==> config.mk <==
export PLATFORM = sky130hd
export DESIGN_NAME = load_extract_unit
export DESIGN_NICKNAME = d
export VERILOG_FILES = /design/src/rtl/load_extract_unit.sv
export SDC_FILE = /design/constraint.sdc
export NUM_CORES = 1
export LEC_CHECK = 0
export CELL_PAD_IN_SITES_DETAIL_PLACEMENT = 1
export CELL_PAD_IN_SITES_GLOBAL_PLACEMENT = 2
export CORE_MARGIN = 1.5
export CORE_UTILIZATION = 23
export CTS_CLUSTER_DIAMETER = 80
export DETAILED_ROUTE_END_ITERATION = 10
export GPL_TIMING_DRIVEN = 0
export PLACE_DENSITY = 0.88
export SLEW_MARGIN = 20
export SYNTH_ARGS = -nofsm -noshare
export SYNTH_HDL_FRONTEND = slang
export SYNTH_SLANG_ARGS = --single-unit
==> constraint.sdc <==
create_clock -name clk -period 2.2 [get_ports clk]
set_clock_uncertainty 0.05 [all_clocks]
set_input_delay 0.44 -clock clk [delete_from_list [all_inputs] [get_ports clk]]
set_output_delay 0.44 -clock clk [all_outputs]
set_load 0.05 [all_outputs]
==> src/rtl/load_extract_unit.sv <==
// load_extract_unit: issues a word read, captures it into the MDR and
// produces the sign/zero-extended lw/lh/lhu/lb/lbu write-back value.
// Lanes are fixed: halfword = word[15:0], byte = word[7:0].
module load_extract_unit #(
    parameter int unsigned MEM_LATENCY = 1
) (
    input  logic        clk,
    input  logic        reset,
    input  logic        start,
    input  logic [2:0]  load_type,
    input  logic [31:0] addr,
    input  logic [31:0] mem_rdata,
    output logic [31:0] mem_addr,
    output logic        mem_rd,
    output logic        busy,
    output logic        done,
    output logic        invalid_type,
    output logic [31:0] load_out,
    output logic [31:0] mem_reg_data
);

    typedef enum logic [1:0] {
        IDLE,
        READ,
        DONE
    } state_t;

    localparam logic [3:0] COUNT_INIT = 4'(MEM_LATENCY - 1);

    state_t      state;
    state_t      state_next;
    logic [3:0]  count;
    logic [2:0]  type_q;
    logic        inv_q;
    logic        type_ok;
    logic        accept_valid;
    logic        accept_invalid;
    logic        capture;
    logic [31:0] extracted;

    assign type_ok      = (load_type <= 3'b100);
    assign invalid_type = done & inv_q;

    // State register
    always_ff @(posedge clk) begin
        if (reset) begin
            state <= IDLE;
        end else begin
            state <= state_next;
        end
    end

    // Next-state decode and per-state strobes
    always_comb begin
        state_next     = state;
        accept_valid   = 1'b0;
        accept_invalid = 1'b0;
        capture        = 1'b0;
        mem_rd         = 1'b0;
        busy           = 1'b0;
        done           = 1'b0;
        case (state)
            IDLE: begin
                if (start) begin
                    if (type_ok) begin
                        accept_valid = 1'b1;
                        state_next   = READ;
                    end else begin
                        accept_invalid = 1'b1;
                        state_next     = DONE;
                    end
                end
            end
            READ: begin
                mem_rd = 1'b1;
                busy   = 1'b1;
                if (count == 4'd0) begin
                    capture    = 1'b1;
                    state_next = DONE;
                end
            end
            DONE: begin
                busy       = 1'b1;
                done       = 1'b1;
                state_next = IDLE;
            end
            default: state_next = IDLE;
        endcase
    end

    // Lane extraction of the word currently on the memory bus
    always_comb begin
        case (type_q)
            3'b001:  extracted = {{16{mem_rdata[15]}}, mem_rdata[15:0]};
            3'b010:  extracted = {16'h0000, mem_rdata[15:0]};
            3'b011:  extracted = {{24{mem_rdata[7]}}, mem_rdata[7:0]};
            3'b100:  extracted = {24'h000000, mem_rdata[7:0]};
            default: extracted = mem_rdata;
        endcase
    end

    // Request latch, latency counter and result registers
    always_ff @(posedge clk) begin
        if (reset) begin
            mem_addr     <= '0;
            type_q       <= '0;
            count        <= '0;
            inv_q        <= 1'b0;
            load_out     <= '0;
            mem_reg_data <= '0;
        end else begin
            if (accept_valid) begin
                mem_addr <= addr;
                type_q   <= load_type;
                count    <= COUNT_INIT;
                inv_q    <= 1'b0;
            end else if (accept_invalid) begin
                inv_q <= 1'b1;
            end else if (state == READ && count != 4'd0) begin
                count <= count - 4'd1;
            end
            if (capture) begin
                mem_reg_data <= mem_rdata;
                load_out     <= extracted;
            end
        end
    end

endmodule
==> results of run 1 <==
## final cells by class
| type | count | area, µm² |
|---|---|---|
| buffer | 50 | 251 |
| fill | 1960 | 10400 |
| sequential | 98 | 1960 |
| clock inverter | 7 | 60.1 |
| multi-input combinational | 319 | 1670 |
| inverter | 5 | 18.8 |
| tap | 220 | 275 |
| timing repair buffer | 168 | 1680 |
| clock buffer | 9 | 225 |
## per-stage QoR
stage	hold slack, ns	util (%)	total power, mW	cell area, µm²
final	0.409	37.0	4.78	6140
after global placement	0.396	35.3	3.27	5860
after CTS	0.410	37.0	4.85	6140
after global routing	0.429	37.0	5.00	6140
after floorplan	0.382	-	2.77	3910
after detailed placement	0.399	35.3	3.30	5860
## kinds of logic (layout without fill, tap and decap cells)
group	count (synthesis)	count (layout)	synth area share [%]
flops	98	98	50.2
compound gates	187	187	25.7
mux	3	3	0.801
buf+inv	55	239	6.92
simple gates	125	125	15.0
fa+ha+maj	4	4	1.28
## how the worst max path moves through the flow
stage | from | to | cells after the start
6_report | state[0] | invalid_type | 4
5_1_grt | state[1] | busy | 3
4_1_cts | state[0] | invalid_type | 4
3_5_place_dp | load_type[0] | mem_addr[12] | 5
3_3_place_gp | start | type_q[0] | 6
2_1_floorplan | state[1] | load_out[15] | 7
## registers in the layout, summed over array words and instances (netlist names)
signal and flops:
inv_q 1, count 4, mem_reg_data 24, mem_addr 32, state 2, type_q 3, load_out 32
## where the power goes
part | total [mW] | internal (mW) | leakage, nW | switching, mW
Clock | 1.53 | 0.788 | 0.137 | 0.745
Combinational | 1.28 | 0.449 | 1.23 | 0.834
Sequential | 1.96 | 1.89 | 0.799 | 0.0682
## critical path, delay by kind of cell, from the launching register on
kind	cells	cell delay, ns
buffers and inverters	2	0.64
adders and majority gates	1	0.18
and+or+nand+nor	1	0.15
DFF	1	0.32
## layer usage
metal,global-route usage (%),up-vias
met5,0,-
met4,5.92,0
met3,5.21,11
met2,26.7,128
met1,19.2,1950
li1,-,2011
## what timing repair did
item,in CTS,in global routing
cloned,0,0
setup endpoints to repair,4,1
resized for setup,4,1
setup buffers,0,0
## cells in the final DEF, fill, tap and decap left out, types with 5 or more instances in the layout
| master | synthesis | routed |
|---|---|---|
| clkbuf_1 | 21 | 21 |
| a21oi_1 | 93 | 93 |
| buf_2 | 18 | 18 |
| buf_4 | 9 | 9 |
| clkbuf_16 | 0 | 9 |
| o21ai_0 | 77 | 77 |
| nand3_1 | 44 | 44 |
| clkdlybuf4s50_1 | 0 | 164 |
| inv_1 | 5 | 5 |
| dfxtp_1 | 98 | 98 |
| nand2_1 | 65 | 65 |
| o211ai_1 | 5 | 5 |
==> flow_metrics.env, run 1 <==
export IMPL_place_detailed_hpwl_um=10900
export IMPL_slew_violations=0
export IMPL_yosysMostFrequentCell="dfxtp_1"
export IMPL_leakage_nw=2.16
export IMPL_fmax_mhz=470
export IMPL_slowest_stage="dlygate4sd2_1"
export IMPL_worstPathRequired_ns=1.71
export IMPL_drt_met1_wl_um=6240
export IMPL_hold_viol_final=0
export IMPL_power_density_nw_per_um2=778
export IMPL_hold_buffers=0
export IMPL_setup_tns_ns=0
export IMPL_ant_nets=0
export IMPL_synthTopCellsByCount="dfxtp_1, a21oi_1, o21ai_0"
export IMPL_dieArea_um2=17800
export IMPL_drt_total_wl_um=14200
export IMPL_numCtsBuffers=9
export IMPL_vias=4100
export IMPL_async_reset_ff_share_pct=0
export IMPL_crit_path_max_fanout=3
export IMPL_critPathLaunchType="flop"
export IMPL_grt_max_degree=19
export IMPL_ff2ff_path_depth=7
export IMPL_core_um2=16600
export IMPL_start_util_pct=23.5
export IMPL_wl_met3_um=1110
export IMPL_antenna_found_initial=0
export IMPL_port_buffers=168
export IMPL_critPathKind="reg -> out"
export IMPL_synth_edff_count=0
export IMPL_worst_slew_pin_slew_ns=0.564
export IMPL_cts_path_max_buffers=2
export IMPL_relSlewSlack_pct=62.4
export IMPL_cp_end_kind="primary output"
export IMPL_rr_endpoint="load_out[28]"
export IMPL_placed_cells=860
export IMPL_yosys_area_top_type="dfxtp_1"
export IMPL_top_layer_used="met4"
export IMPL_vias_per_cell=4.68
export IMPL_fp_dieH_um=133
export IMPL_pin_count=170
export IMPL_grt_ovfl_total=0
export IMPL_hold_start="mem_reg_data[29]"
export IMPL_cp_cell_sequence="inv_1 -> ha_1 -> and2_1 -> dlygate4sd2_1"
export IMPL_synth_cells=472
export IMPL_grt_usage_pct=16.0
export IMPL_clk_pin_slew_ns=0.07
export IMPL_synthesis_nets=546
export IMPL_slowest_delay_ns=0.55
export IMPL_ctsHtreeMaxLevel=3
export IMPL_gp_congestion=0.746
export IMPL_met2_length_um=6690
export IMPL_clock_sinks=98
export IMPL_setup_viol=0
export IMPL_fp_dieW_um=133
export IMPL_synth_top_area_share_pct=50.2
export IMPL_seq_area_frac_synth_pct=50.2
export IMPL_rsz0062_at_grt="false"
export IMPL_clkLatencyLatePin_ns=0.35
export IMPL_drive_above_1_share_pct=8.08
export IMPL_status="finished clean"
export IMPL_synthDistinctLibCells=39
export IMPL_ir_drop_uv=333
export IMPL_synth_area_leaders="dfxtp_1, a21oi_1, o21ai_0"
export IMPL_finalWorstSetupSlack_ns=0.0731
export IMPL_crit_arrival_ns=1.64
export IMPL_preCtsSetupSlack_ns=0.0851
export IMPL_antennaDiodeCount=0
export IMPL_synthFlopType="dfxtp_1"
export IMPL_num_rows=47
export IMPL_syn_area_per_cell_um2=8.27
export IMPL_post_route_min_period_ns=2.13
export IMPL_ys_warn_count=0
export IMPL_holdPathStages=2
export IMPL_rrSetupSlack_ns=0.34
export IMPL_hold_class="reg -> reg"
export IMPL_synth_seq_cells=98
export IMPL_grt_pass1_vias=4366
export IMPL_cts_tree="yes"
export IMPL_firstDrtPassIters=4
export IMPL_root_buffer="clkbuf_16"
export IMPL_drt_iter0_markers=143
export IMPL_nNetsFinal=725
export IMPL_period_share_pct=96.7
export IMPL_rr_startpoint="state[1]"
export IMPL_syn_to_final_growth_pct=57.3
export IMPL_min_to="mem_reg_data[29]"
export IMPL_fin_cells=876
export IMPL_wl_per_cell_um=16.2
export IMPL_grt_pass1_wl_um=22500
export IMPL_cap_violations=0
export IMPL_drc_errors=0
export IMPL_netlist_area_um2=3900
(Power assumes the default switching activity.)
==> inputs of run 2 (changes only) <==
--- a/config.mk
+++ b/config.mk
@@ -7,7 +7,7 @@
 export LEC_CHECK = 0
 export CELL_PAD_IN_SITES_DETAIL_PLACEMENT = 1
 export CELL_PAD_IN_SITES_GLOBAL_PLACEMENT = 2
-export CORE_MARGIN = 1.5
+export CORE_MARGIN = 5
 export CORE_UTILIZATION = 23
 export CTS_CLUSTER_DIAMETER = 80
 export DETAILED_ROUTE_END_ITERATION = 10
==> flow_metrics.env, run 2 (synthesized netlist as in run 1, its figures left out) <==
export IMPL_path_delay_family="buffers and inverters"
export IMPL_drc_errors=0
export IMPL_top_regs="load_out (32), mem_addr (32), mem_reg_data (24)"
export IMPL_clkLatencyLatePin_ns=0.34
export IMPL_place_detailed_hpwl_um=11600
export IMPL_nNetsFinal=725
export IMPL_fp_dieW_um=140
export IMPL_worst_slew_pin_slew_ns=0.557
export IMPL_post_route_min_period_ns=2.11
export IMPL_grt_ovfl_total=0
export IMPL_root_buffer="clkbuf_16"
export IMPL_clock_sinks=98
export IMPL_wl_per_cell_um=17.0
export IMPL_antennaDiodeCount=0
export IMPL_grt_max_degree=17
export IMPL_rsz0062_at_grt="false"
export IMPL_slew_violations=0
export IMPL_cap_violations=0
export IMPL_syn_to_final_growth_pct=58.4
export IMPL_critPathBufInv=2
export IMPL_critPathLaunchType="flop"
export IMPL_fin_util_pct=37.2
export IMPL_numCtsBuffers=9
export IMPL_vias=4112
export IMPL_drive_above_1_share_pct=8.08
export IMPL_grt_pass1_wl_um=23900
export IMPL_vias_per_cell=4.69
export IMPL_cp_cell_sequence="buf_4 -> clkdlybuf4s50_1"
export IMPL_hold_viol_final=0
export IMPL_grt_pass1_vias=4407
export IMPL_critPathKind="reg -> out"
export IMPL_layout_commonest_cell="clkdlybuf4s50_1"
export IMPL_setup_tns_ns=0
export IMPL_setup_viol=0
export IMPL_fp_dieH_um=140
export IMPL_drt_iter0_markers=134
export IMPL_num_rows=47
export IMPL_worstPathRequired_ns=1.71
export IMPL_crit_arrival_ns=1.62
export IMPL_hold_buffers=0
export IMPL_slowest_stage="clkdlybuf4s50_1"
export IMPL_cts_path_max_buffers=2
export IMPL_status="finished clean"
export IMPL_fmax_mhz=474
export IMPL_pin_count=170
export IMPL_ir_drop_uv=329
export IMPL_worstSetupStartpoint="load_out[0]"
export IMPL_cp_end_kind="primary output"
export IMPL_firstDrtPassIters=4
export IMPL_power_density_nw_per_um2=804
export IMPL_drt_total_wl_um=14900
export IMPL_antenna_found_initial=0
export IMPL_grt_usage_pct=14.9
export IMPL_crit_path_max_fanout=3
export IMPL_final_cell_mix="clkdlybuf4s50_1, dfxtp_1, a21oi_1"
export IMPL_ant_nets=0
export IMPL_port_buffers=168
export IMPL_cts_tree="yes"
export IMPL_start_util_pct=23.5
export IMPL_ctsHtreeMaxLevel=3
export IMPL_gp_congestion=0.766
export IMPL_period_share_pct=95.9
export IMPL_relSlewSlack_pct=62.8
export IMPL_dieArea_um2=19700
export IMPL_hold_start="mem_reg_data[31]"
export IMPL_clk_pin_slew_ns=0.07
export IMPL_core_um2=16600
export IMPL_slowest_delay_ns=0.79
export IMPL_leakage_nw=2.18
export IMPL_hold_class="reg -> reg"
export IMPL_rr_startpoint="state[1]"
==> run 2: tightest hold or removal path: cells and delay by family (launching register included) <==
| family | cells | cell delay [ns] |
|---|---|---|
| AO/OA/AOI/OAI | 1 | 0.05 |
| flip-flops | 1 | 0.31 |
| AND/OR/NAND/NOR | 1 | 0.05 |
==> run 2: per-layer routing <==
metal | global-route usage (%) | up-vias | share of wire (%)
li1 | - | 2011 | -
met1 | 17.3 | 1981 | 42
met2 | 26.0 | 109 | 49
met3 | 5.69 | 11 | 7.7
met4 | 3.52 | 0 | 1.1
met5 | 0 | - | 0
==> run 2: metrics by stage <==
step / setup WS [ns] / instances / hold WS [ns] / cell area [µm²] / power (mW)
5_1_grt: 0.00558 / 876 / 0.424 / 6180 / 5.21
2_1_floorplan: 0.292 / 472 / 0.382 / 3910 / 2.77
6_report: 0.0893 / 876 / 0.402 / 6180 / 4.97
4_1_cts: 0.0489 / 876 / 0.405 / 6180 / 5.05
3_3_place_gp: 0.144 / 860 / 0.396 / 5860 / 3.27
3_5_place_dp: 0.0303 / 860 / 0.396 / 5860 / 3.31
==> run 2: worst paths after layout <==
path         slack (ns)                to  cells after the start
min reg2reg        0.40  mem_reg_data[31]                      2
min                0.40  mem_reg_data[31]                      2
max                0.09   mem_reg_data[0]                      2
max reg2reg        0.31          count[1]                      6
==> run 2: final cells by class <==
cell class,instances,area (µm²)
Tap cell,220,275
Inverter,5,18.8
Clock inverter,6,88.8
Sequential cell,98,1960
Buffer,50,251
Clock buffer,10,239
Timing Repair Buffer,168,1680
Multi-Input combinational cell,319,1670
Fill cell,1957,10500
==> run 2: power by group <==
part           total, mW  internal (mW)  switching (mW)
sequential          1.96           1.89          0.0682
clock               1.72           1.03           0.690
combinational       1.29          0.449           0.841
total               4.97           3.37            1.60
==> run 2: what timing repair did <==
action | in CTS | in global routing
buffers inserted | 0 | 0
resized for setup | 4 | 0
endpoints found under the hold margin | 0 | 0
endpoints found under the setup margin | 4 | 0
